[src/rtl/adc_ctrl_pkg.sv]
// rtl/adc_ctrl_pkg.sv - register map, field positions and FSM types for the AD9643 control slave
package adc_ctrl_pkg;

    localparam logic [2:0] REG_CTRL       = 3'd0;
    localparam logic [2:0] REG_STATUS     = 3'd1;
    localparam logic [2:0] REG_SAMPLE_CNT = 3'd2;
    localparam logic [2:0] REG_PATTERN    = 3'd3;
    localparam logic [2:0] REG_ID         = 3'd4;

    localparam int CTRL_ENABLE_BIT     = 0;
    localparam int CTRL_PATTERN_EN_BIT = 1;
    localparam int CTRL_PAT_SEL_LSB    = 2;
    localparam int CTRL_SOFT_RST_BIT   = 8;
    localparam int PATTERN_W           = 14;

    localparam logic [1:0] RESP_OKAY   = 2'b00;
    localparam logic [1:0] RESP_SLVERR = 2'b10;

    typedef enum logic [1:0] {
        PAT_FIXED    = 2'd0,
        PAT_RAMP     = 2'd1,
        PAT_TOGGLE   = 2'd2,
        PAT_RESERVED = 2'd3
    } pattern_sel_e;

    typedef enum logic [2:0] {
        SEL_CTRL, SEL_STATUS, SEL_CNT, SEL_PATTERN, SEL_ID, SEL_NONE
    } reg_sel_e;

    typedef enum logic { W_IDLE, W_RESP } wr_state_e;
    typedef enum logic { R_IDLE, R_DATA } rd_state_e;

endpackage

[src/rtl/adc_ctrl_axil_slave.sv]
// rtl/adc_ctrl_axil_slave.sv - AXI4-Lite control/status register slave for the AD9643 capture path
module adc_ctrl_axil_slave
    import adc_ctrl_pkg::*;
#(
    parameter int          ADDR_WIDTH = 5,
    parameter int          DATA_WIDTH = 32,
    parameter logic [31:0] ID_VALUE   = 32'hAD96_4301
) (
    input  logic                  s_axi_aclk,
    input  logic                  s_axi_aresetn,
    input  logic [ADDR_WIDTH-1:0] s_axi_awaddr,
    input  logic [2:0]            s_axi_awprot,
    input  logic                  s_axi_awvalid,
    output logic                  s_axi_awready,
    input  logic [DATA_WIDTH-1:0] s_axi_wdata,
    input  logic [3:0]            s_axi_wstrb,
    input  logic                  s_axi_wvalid,
    output logic                  s_axi_wready,
    output logic [1:0]            s_axi_bresp,
    output logic                  s_axi_bvalid,
    input  logic                  s_axi_bready,
    input  logic [ADDR_WIDTH-1:0] s_axi_araddr,
    input  logic [2:0]            s_axi_arprot,
    input  logic                  s_axi_arvalid,
    output logic                  s_axi_arready,
    output logic [DATA_WIDTH-1:0] s_axi_rdata,
    output logic [1:0]            s_axi_rresp,
    output logic                  s_axi_rvalid,
    input  logic                  s_axi_rready,
    input  logic                  stat_overflow,
    input  logic                  stat_sample_inc,
    output logic                  ctrl_enable,
    output logic                  ctrl_pattern_en,
    output logic [1:0]            ctrl_pattern_sel,
    output logic [13:0]           ctrl_pattern_val,
    output logic                  ctrl_soft_rst
);

    localparam int WW = ADDR_WIDTH - 2;

    function automatic reg_sel_e decode(input logic [WW-1:0] w);
        if (w == WW'(REG_CTRL))       return SEL_CTRL;
        if (w == WW'(REG_STATUS))     return SEL_STATUS;
        if (w == WW'(REG_SAMPLE_CNT)) return SEL_CNT;
        if (w == WW'(REG_PATTERN))    return SEL_PATTERN;
        if (w == WW'(REG_ID))         return SEL_ID;
        return SEL_NONE;
    endfunction

    wr_state_e              wr_state_q;
    logic                   awready_q, wready_q, aw_done_q, w_done_q;
    logic [WW-1:0]          aw_word_q;
    logic [PATTERN_W-1:0]   wdata_q;
    logic [1:0]             wstrb_q;
    logic                   bvalid_q;
    logic [1:0]             bresp_q;

    rd_state_e              rd_state_q;
    logic                   arready_q, rvalid_q;
    logic [1:0]             rresp_q;
    logic [31:0]            rdata_q;

    logic                   enable_q, enable_d, pat_en_q, pat_en_d;
    pattern_sel_e           pat_sel_q, pat_sel_d;
    logic                   soft_rst_q, soft_rst_d;
    logic [PATTERN_W-1:0]   pattern_q, pattern_d;
    logic                   overflow_q, overflow_d;
    logic [31:0]            sample_cnt_q, sample_cnt_d;

    logic                   aw_hs, w_hs, aw_have, w_have, wr_commit;
    logic [WW-1:0]          wr_word;
    logic [PATTERN_W-1:0]   wr_data;
    logic [1:0]             wr_strb;
    reg_sel_e               wr_sel, rd_sel;
    logic [31:0]            rd_data;

    // The channel that arrives second is taken straight from the bus so the
    // register update lands on the same edge as its handshake.
    assign aw_hs     = s_axi_awvalid & awready_q;
    assign w_hs      = s_axi_wvalid & wready_q;
    assign aw_have   = aw_done_q | aw_hs;
    assign w_have    = w_done_q | w_hs;
    assign wr_commit = (wr_state_q == W_IDLE) & aw_have & w_have;
    assign wr_word   = aw_hs ? s_axi_awaddr[ADDR_WIDTH-1:2] : aw_word_q;
    assign wr_data   = w_hs ? s_axi_wdata[PATTERN_W-1:0] : wdata_q;
    assign wr_strb   = w_hs ? s_axi_wstrb[1:0] : wstrb_q;
    assign wr_sel    = decode(wr_word);
    assign rd_sel    = decode(s_axi_araddr[ADDR_WIDTH-1:2]);

    always_comb begin
        enable_d     = enable_q;
        pat_en_d     = pat_en_q;
        pat_sel_d    = pat_sel_q;
        soft_rst_d   = 1'b0;
        pattern_d    = pattern_q;
        overflow_d   = overflow_q;
        sample_cnt_d = sample_cnt_q;
        if (wr_commit && wr_sel == SEL_CTRL) begin
            if (wr_strb[0]) begin
                enable_d  = wr_data[CTRL_ENABLE_BIT];
                pat_en_d  = wr_data[CTRL_PATTERN_EN_BIT];
                pat_sel_d = pattern_sel_e'(wr_data[CTRL_PAT_SEL_LSB +: 2]);
            end
            if (wr_strb[1]) soft_rst_d = wr_data[CTRL_SOFT_RST_BIT];
        end
        if (wr_commit && wr_sel == SEL_PATTERN) begin
            if (wr_strb[0]) pattern_d[7:0]  = wr_data[7:0];
            if (wr_strb[1]) pattern_d[13:8] = wr_data[13:8];
        end
        if (wr_commit && wr_sel == SEL_STATUS && wr_strb[0] && wr_data[0]) overflow_d = 1'b0;
        if (stat_overflow) overflow_d = 1'b1;
        // The counter is held clear for the whole soft-reset pulse, so a
        // sample arriving alongside it is discarded.
        if (soft_rst_q)           sample_cnt_d = '0;
        else if (stat_sample_inc) sample_cnt_d = sample_cnt_q + 32'd1;
    end

    always_comb begin
        rd_data = '0;
        case (rd_sel)
            SEL_CTRL:    rd_data = {28'd0, pat_sel_q, pat_en_q, enable_q};
            SEL_STATUS:  rd_data = {31'd0, overflow_q};
            SEL_CNT:     rd_data = sample_cnt_q;
            SEL_PATTERN: rd_data = {18'd0, pattern_q};
            SEL_ID:      rd_data = ID_VALUE;
            default:     rd_data = '0;
        endcase
    end

    always_ff @(posedge s_axi_aclk or negedge s_axi_aresetn) begin
        if (!s_axi_aresetn) begin
            enable_q     <= 1'b0;
            pat_en_q     <= 1'b0;
            pat_sel_q    <= PAT_FIXED;
            soft_rst_q   <= 1'b0;
            pattern_q    <= '0;
            overflow_q   <= 1'b0;
            sample_cnt_q <= '0;
        end else begin
            enable_q     <= enable_d;
            pat_en_q     <= pat_en_d;
            pat_sel_q    <= pat_sel_d;
            soft_rst_q   <= soft_rst_d;
            pattern_q    <= pattern_d;
            overflow_q   <= overflow_d;
            sample_cnt_q <= sample_cnt_d;
        end
    end

    always_ff @(posedge s_axi_aclk or negedge s_axi_aresetn) begin
        if (!s_axi_aresetn) begin
            wr_state_q <= W_IDLE;
            awready_q  <= 1'b0;
            wready_q   <= 1'b0;
            aw_done_q  <= 1'b0;
            w_done_q   <= 1'b0;
            aw_word_q  <= '0;
            wdata_q    <= '0;
            wstrb_q    <= '0;
            bvalid_q   <= 1'b0;
            bresp_q    <= RESP_OKAY;
        end else begin
            case (wr_state_q)
                W_IDLE: begin
                    if (aw_hs) aw_word_q <= s_axi_awaddr[ADDR_WIDTH-1:2];
                    if (w_hs) begin
                        wdata_q <= s_axi_wdata[PATTERN_W-1:0];
                        wstrb_q <= s_axi_wstrb[1:0];
                    end
                    if (wr_commit) begin
                        wr_state_q <= W_RESP;
                        bvalid_q   <= 1'b1;
                        bresp_q    <= (wr_sel == SEL_NONE) ? RESP_SLVERR : RESP_OKAY;
                        aw_done_q  <= 1'b0;
                        w_done_q   <= 1'b0;
                        awready_q  <= 1'b0;
                        wready_q   <= 1'b0;
                    end else begin
                        aw_done_q  <= aw_have;
                        w_done_q   <= w_have;
                        awready_q  <= ~aw_have;
                        wready_q   <= ~w_have;
                    end
                end
                W_RESP: begin
                    if (s_axi_bready) begin
                        wr_state_q <= W_IDLE;
                        bvalid_q   <= 1'b0;
                        awready_q  <= 1'b1;
                        wready_q   <= 1'b1;
                    end
                end
                default: wr_state_q <= W_IDLE;
            endcase
        end
    end

    always_ff @(posedge s_axi_aclk or negedge s_axi_aresetn) begin
        if (!s_axi_aresetn) begin
            rd_state_q <= R_IDLE;
            arready_q  <= 1'b0;
            rvalid_q   <= 1'b0;
            rresp_q    <= RESP_OKAY;
            rdata_q    <= '0;
        end else begin
            case (rd_state_q)
                R_IDLE: begin
                    arready_q <= 1'b1;
                    if (s_axi_arvalid && arready_q) begin
                        rd_state_q <= R_DATA;
                        arready_q  <= 1'b0;
                        rvalid_q   <= 1'b1;
                        rdata_q    <= rd_data;
                        rresp_q    <= (rd_sel == SEL_NONE) ? RESP_SLVERR : RESP_OKAY;
                    end
                end
                R_DATA: begin
                    if (s_axi_rready) begin
                        rd_state_q <= R_IDLE;
                        rvalid_q   <= 1'b0;
                        arready_q  <= 1'b1;
                    end
                end
                default: rd_state_q <= R_IDLE;
            endcase
        end
    end

    assign s_axi_awready    = awready_q;
    assign s_axi_wready     = wready_q;
    assign s_axi_bvalid     = bvalid_q;
    assign s_axi_bresp      = bresp_q;
    assign s_axi_arready    = arready_q;
    assign s_axi_rvalid     = rvalid_q;
    assign s_axi_rresp      = rresp_q;
    assign s_axi_rdata      = rdata_q;
    assign ctrl_enable      = enable_q;
    assign ctrl_pattern_en  = pat_en_q;
    assign ctrl_pattern_sel = pat_sel_q;
    assign ctrl_pattern_val = pattern_q;
    assign ctrl_soft_rst    = soft_rst_q;

    logic unused_ok;
    assign unused_ok = ^{s_axi_awprot, s_axi_arprot, s_axi_awaddr[1:0], s_axi_araddr[1:0],
                         s_axi_wdata[DATA_WIDTH-1:PATTERN_W], s_axi_wstrb[3:2]};

endmodule

[config.mk]
export PLATFORM = sky130hd
export DESIGN_NAME = adc_ctrl_axil_slave
export DESIGN_NICKNAME = d
export VERILOG_FILES = /design/src/rtl/adc_ctrl_pkg.sv /design/src/rtl/adc_ctrl_axil_slave.sv
export SDC_FILE = /design/constraint.sdc
export NUM_CORES = 1
export LEC_CHECK = 0
export BUFFER_PORTS_ARGS = -buffer_cell sky130_fd_sc_hd__buf_2
export CAP_MARGIN = 30
export CORE_ASPECT_RATIO = 0.8
export CORE_MARGIN = 2
export CORE_UTILIZATION = 58
export DETAILED_ROUTE_END_ITERATION = 10
export GPL_TIMING_DRIVEN = 1
export PLACE_DENSITY_LB_ADDON = 0.12
export SLEW_MARGIN = 20
export SYNTH_ARGS = -nofsm -noshare
export SYNTH_HDL_FRONTEND = slang
export SYNTH_SLANG_ARGS = --single-unit
[constraint.sdc]
create_clock -name s_axi_aclk -period 2.6 [get_ports s_axi_aclk]
set_input_delay 0 -clock s_axi_aclk [delete_from_list [all_inputs] [get_ports s_axi_aclk]]
set_output_delay 0 -clock s_axi_aclk [all_outputs]
set_load 0.005 [all_outputs]
==> out/metrics.yaml <==
worst_setup_path:
  crit_start: "s_axi_wready$_DFFE_PN0P_"
  cp_max_fo: 11
  reg2reg_from: "s_axi_wready$_DFFE_PN0P_"
  reg2regPathDepth: 7
  r2r_slack_ps: 320
  critPathKind: "flip-flop to flip-flop"
  cp.arrival_ps: 2570
  rr_endpoint: "overflow_q$_DFFE_PN0P_"
  crit_path_start_kind: "flip-flop"
  cp-endpoint: "overflow_q$_DFFE_PN0P_"
  required_ps: 2890
  end_kind: "flip-flop"
timing:
  slew_violations: 0
  hold_violations: 0
  fin_ws_ps: 324
  hold_ws_ps: 1.72
  slew_headroom_pct: 51.4
  setup_tns_ps: 0
  period_needed_ps: 2280
  fmax_mhz: 439
  finalCritPeriodShare_pct: 87.5
  grt_setup_unrepaired: "false"
  finClkSkew_ps: 13.1
  setup_violations: 0
  worst_pin_slew_ps: 730
floorplanning:
  start_util_pct: 59.2
  die_area_mm2: 0.00994
  core_area_mm2: 0.00896
  rows: 31
  dieHeight_um: 89.6
  die_w_um: 111
  ios: 121
global_route:
  grt.overflow.total: 0
  grt_pass1_vias: 3987
  antenna_found_initial: 0
  track_usage_pct: 26.0
  grt_pass1_wl_um: 20000
  grt_max_degree: 62
drt:
  drt_iter0_drc: 247
  firstDrtPassIters: 5
  routed_wl_um: 12600
  avgRoutedWirePerCell_um: 17.4
  antenna_left: 0
  drc: 0
  via_per_inst: 5.75
  vias: 4149
synthesis:
  yosysUniqueCellTypes: 45
  ys_ff_latch: 114
  synth_edf_count: 0
  ys_async_sr_fraction_pct: 100
  synth_area_per_cell_um2: 11.0
  synth_cells: 484
  synth-seq-area-share_pct: 53.7
  netlist_area_mm2: 0.00531
  synthFlopType: "dfrtp_1"
  ys_warn_count: 0
clocking:
  cts_buffer_depth: 2
  postCtsSetupBuffers: 0
  clkSlewWorstSetupHoldPaths_ps: 60
  insertion_delay_ps: 410
  cts_buffers: 17
  cts-root-buf: "clkbuf_16"
  cts_resized: 0
  tritoncts: "built"
  clock-sinks: 114
  cts.htree.levels: 4
  cts_hold_buf: 25
placed_design:
  dp_slack_ps: 643
  dpl.hpwl_um: 8320
  port_buffers: 88
  gp_congestion: 0.835
  placedCellCount: 665
final_layout:
  finalNonFillerCells: 722
  layout.nets: 656
  area_delta_synth_final_pct: 26.5
  drive_gt1_share_pct: 30.3
  num_antenna_cells: 0
  fillers: 605
power_and_ir_drop:
  power.density_mw_per_mm2: 1010
  p_leak_nw: 3.16
  ir_worst_vdd_v: 0.000844
run_status:
  status: "complete, no violations"
worst_hold_path:
  min_path_type: "input pin to flip-flop"
  worstHoldStart: "s_axi_wvalid"
job:
  maxCapViolCount: 0
[per-stage QoR]
step / total power, mW / instance area, um2 / util, %
6_report: 6.78 / 6710 / 74.9
5_1_grt: 7.13 / 6710 / 74.9
4_1_cts: 6.80 / 6710 / 74.9
3_5_place_dp: 4.30 / 5830 / 65.1
3_3_place_gp: 4.20 / 5830 / 65.1
2_1_floorplan: 3.65 / 5310 / -
[area by class of cell]
type / instances / area, um2 / area share, %
sequential: 114 / 2850 / 42.5
multi-input combinational: 335 / 2310 / 34.4
timing repair buffer: 120 / 756 / 11.3
clock buffer: 22 / 474 / 7.06
clock inverter: 10 / 155 / 2.31
tap: 115 / 144 / 2.14
inverter: 6 / 22.5 / 0.335
[state kept, by name (all words and copies together) (netlist names), 2 cells and up]
register / flops
sample_cnt_q: 32
aw_word_q: 3
s_axi_rdata: 32
wdata_q: 14
ctrl_pattern_sel: 2
wstrb_q: 2
ctrl_pattern_val: 14
[worst max-delay path, stage by stage, from the launching register on]
cell           delay, ps
dfrtp_1              370
and2_1               470
nand2_1              100
a21oi_1              170
buf_4                210
nand4_1              100
a21o_1               190
dlygate4sd3_1        550
[cell families (layout without fill, tap and decap cells)]
| logic type | count (synthesis) | after routing | share of synthesized area [%] |
|---|---|---|---|
| AO/OA/AOI/OAI | 78 | 78 | 9.59 |
| XOR/XNOR | 29 | 29 | 4.79 |
| multiplexers | 66 | 66 | 13.6 |
| other | 1 | 2 | 0.0707 |
| flip-flops | 114 | 114 | 53.7 |
| adder cells (fa/ha/maj) | 1 | 1 | 0.236 |
| AND/OR/NAND/NOR | 159 | 159 | 15.0 |
| buffers and inverters | 36 | 158 | 2.90 |
[routing by layer]
metal,vias up,routed length (um),GRT usage [%]
li1,1933,-,-
met4,0,166,10.0
met2,138,5910,41.2
met5,-,0,0
met1,2062,5730,35.7
met3,16,771,6.03
[layout by cell type (no fill, tap or decap), types with 11 or more instances in the layout]
master	count
o21ai_0	20
nor2_1	45
a21oi_1	21
mux2_2	47
clkbuf_16	17
xnor2_1	24
nand3_1	11
dfrtp_1	114
nand2_1	46
mux2i_1	18
o31ai_1	13
dlygate4sd3_1	25
buf_2	88
[worst min path at each step]
stage	end	slack (ps)	depth (start not counted)
6_report	ctrl_soft_rst$_DFF_PN0_	2	4
5_1_grt	ctrl_soft_rst$_DFF_PN0_	20	4
4_1_cts	ctrl_soft_rst$_DFF_PN0_	4	4
3_5_place_dp	s_axi_rdata[14]$_DFFE_PN0P_	100	1
3_3_place_gp	s_axi_rdata[16]$_DFFE_PN0P_	100	1
2_1_floorplan	aw_done_q$_DFFE_PN0N_	-300	0
[power breakdown]
group | internal, mW | leakage, nW | switching, mW
clock | 1.67 | 0.306 | 0.792
sequential | 2.27 | 1.48 | 0.415
combinational | 0.822 | 1.37 | 0.801
[synthesized netlist by cell type (5+ instances only)]
cell / number / share of area, %
nand2b_1: 5 / 0.59
nor3_1: 8 / 0.75
nor4_1: 10 / 1.2
nor2_1: 45 / 3.2
a31oi_1: 5 / 0.59
nand2_1: 46 / 3.3
xnor2_1: 24 / 4.0
o31ai_1: 13 / 1.8
dfrtp_1: 114 / 54
nand3_1: 12 / 1.1
a21oi_1: 21 / 2.0
a22o_1: 8 / 1.3
nand4_1: 9 / 1.1
mux2i_1: 18 / 3.4
clkbuf_1: 19 / 1.3
mux2_2: 47 / 10
o21ai_0: 20 / 1.9
buf_2: 9 / 0.85
xor2_1: 5 / 0.83
inv_1: 6 / 0.42
(Power assumes the default switching activity.)
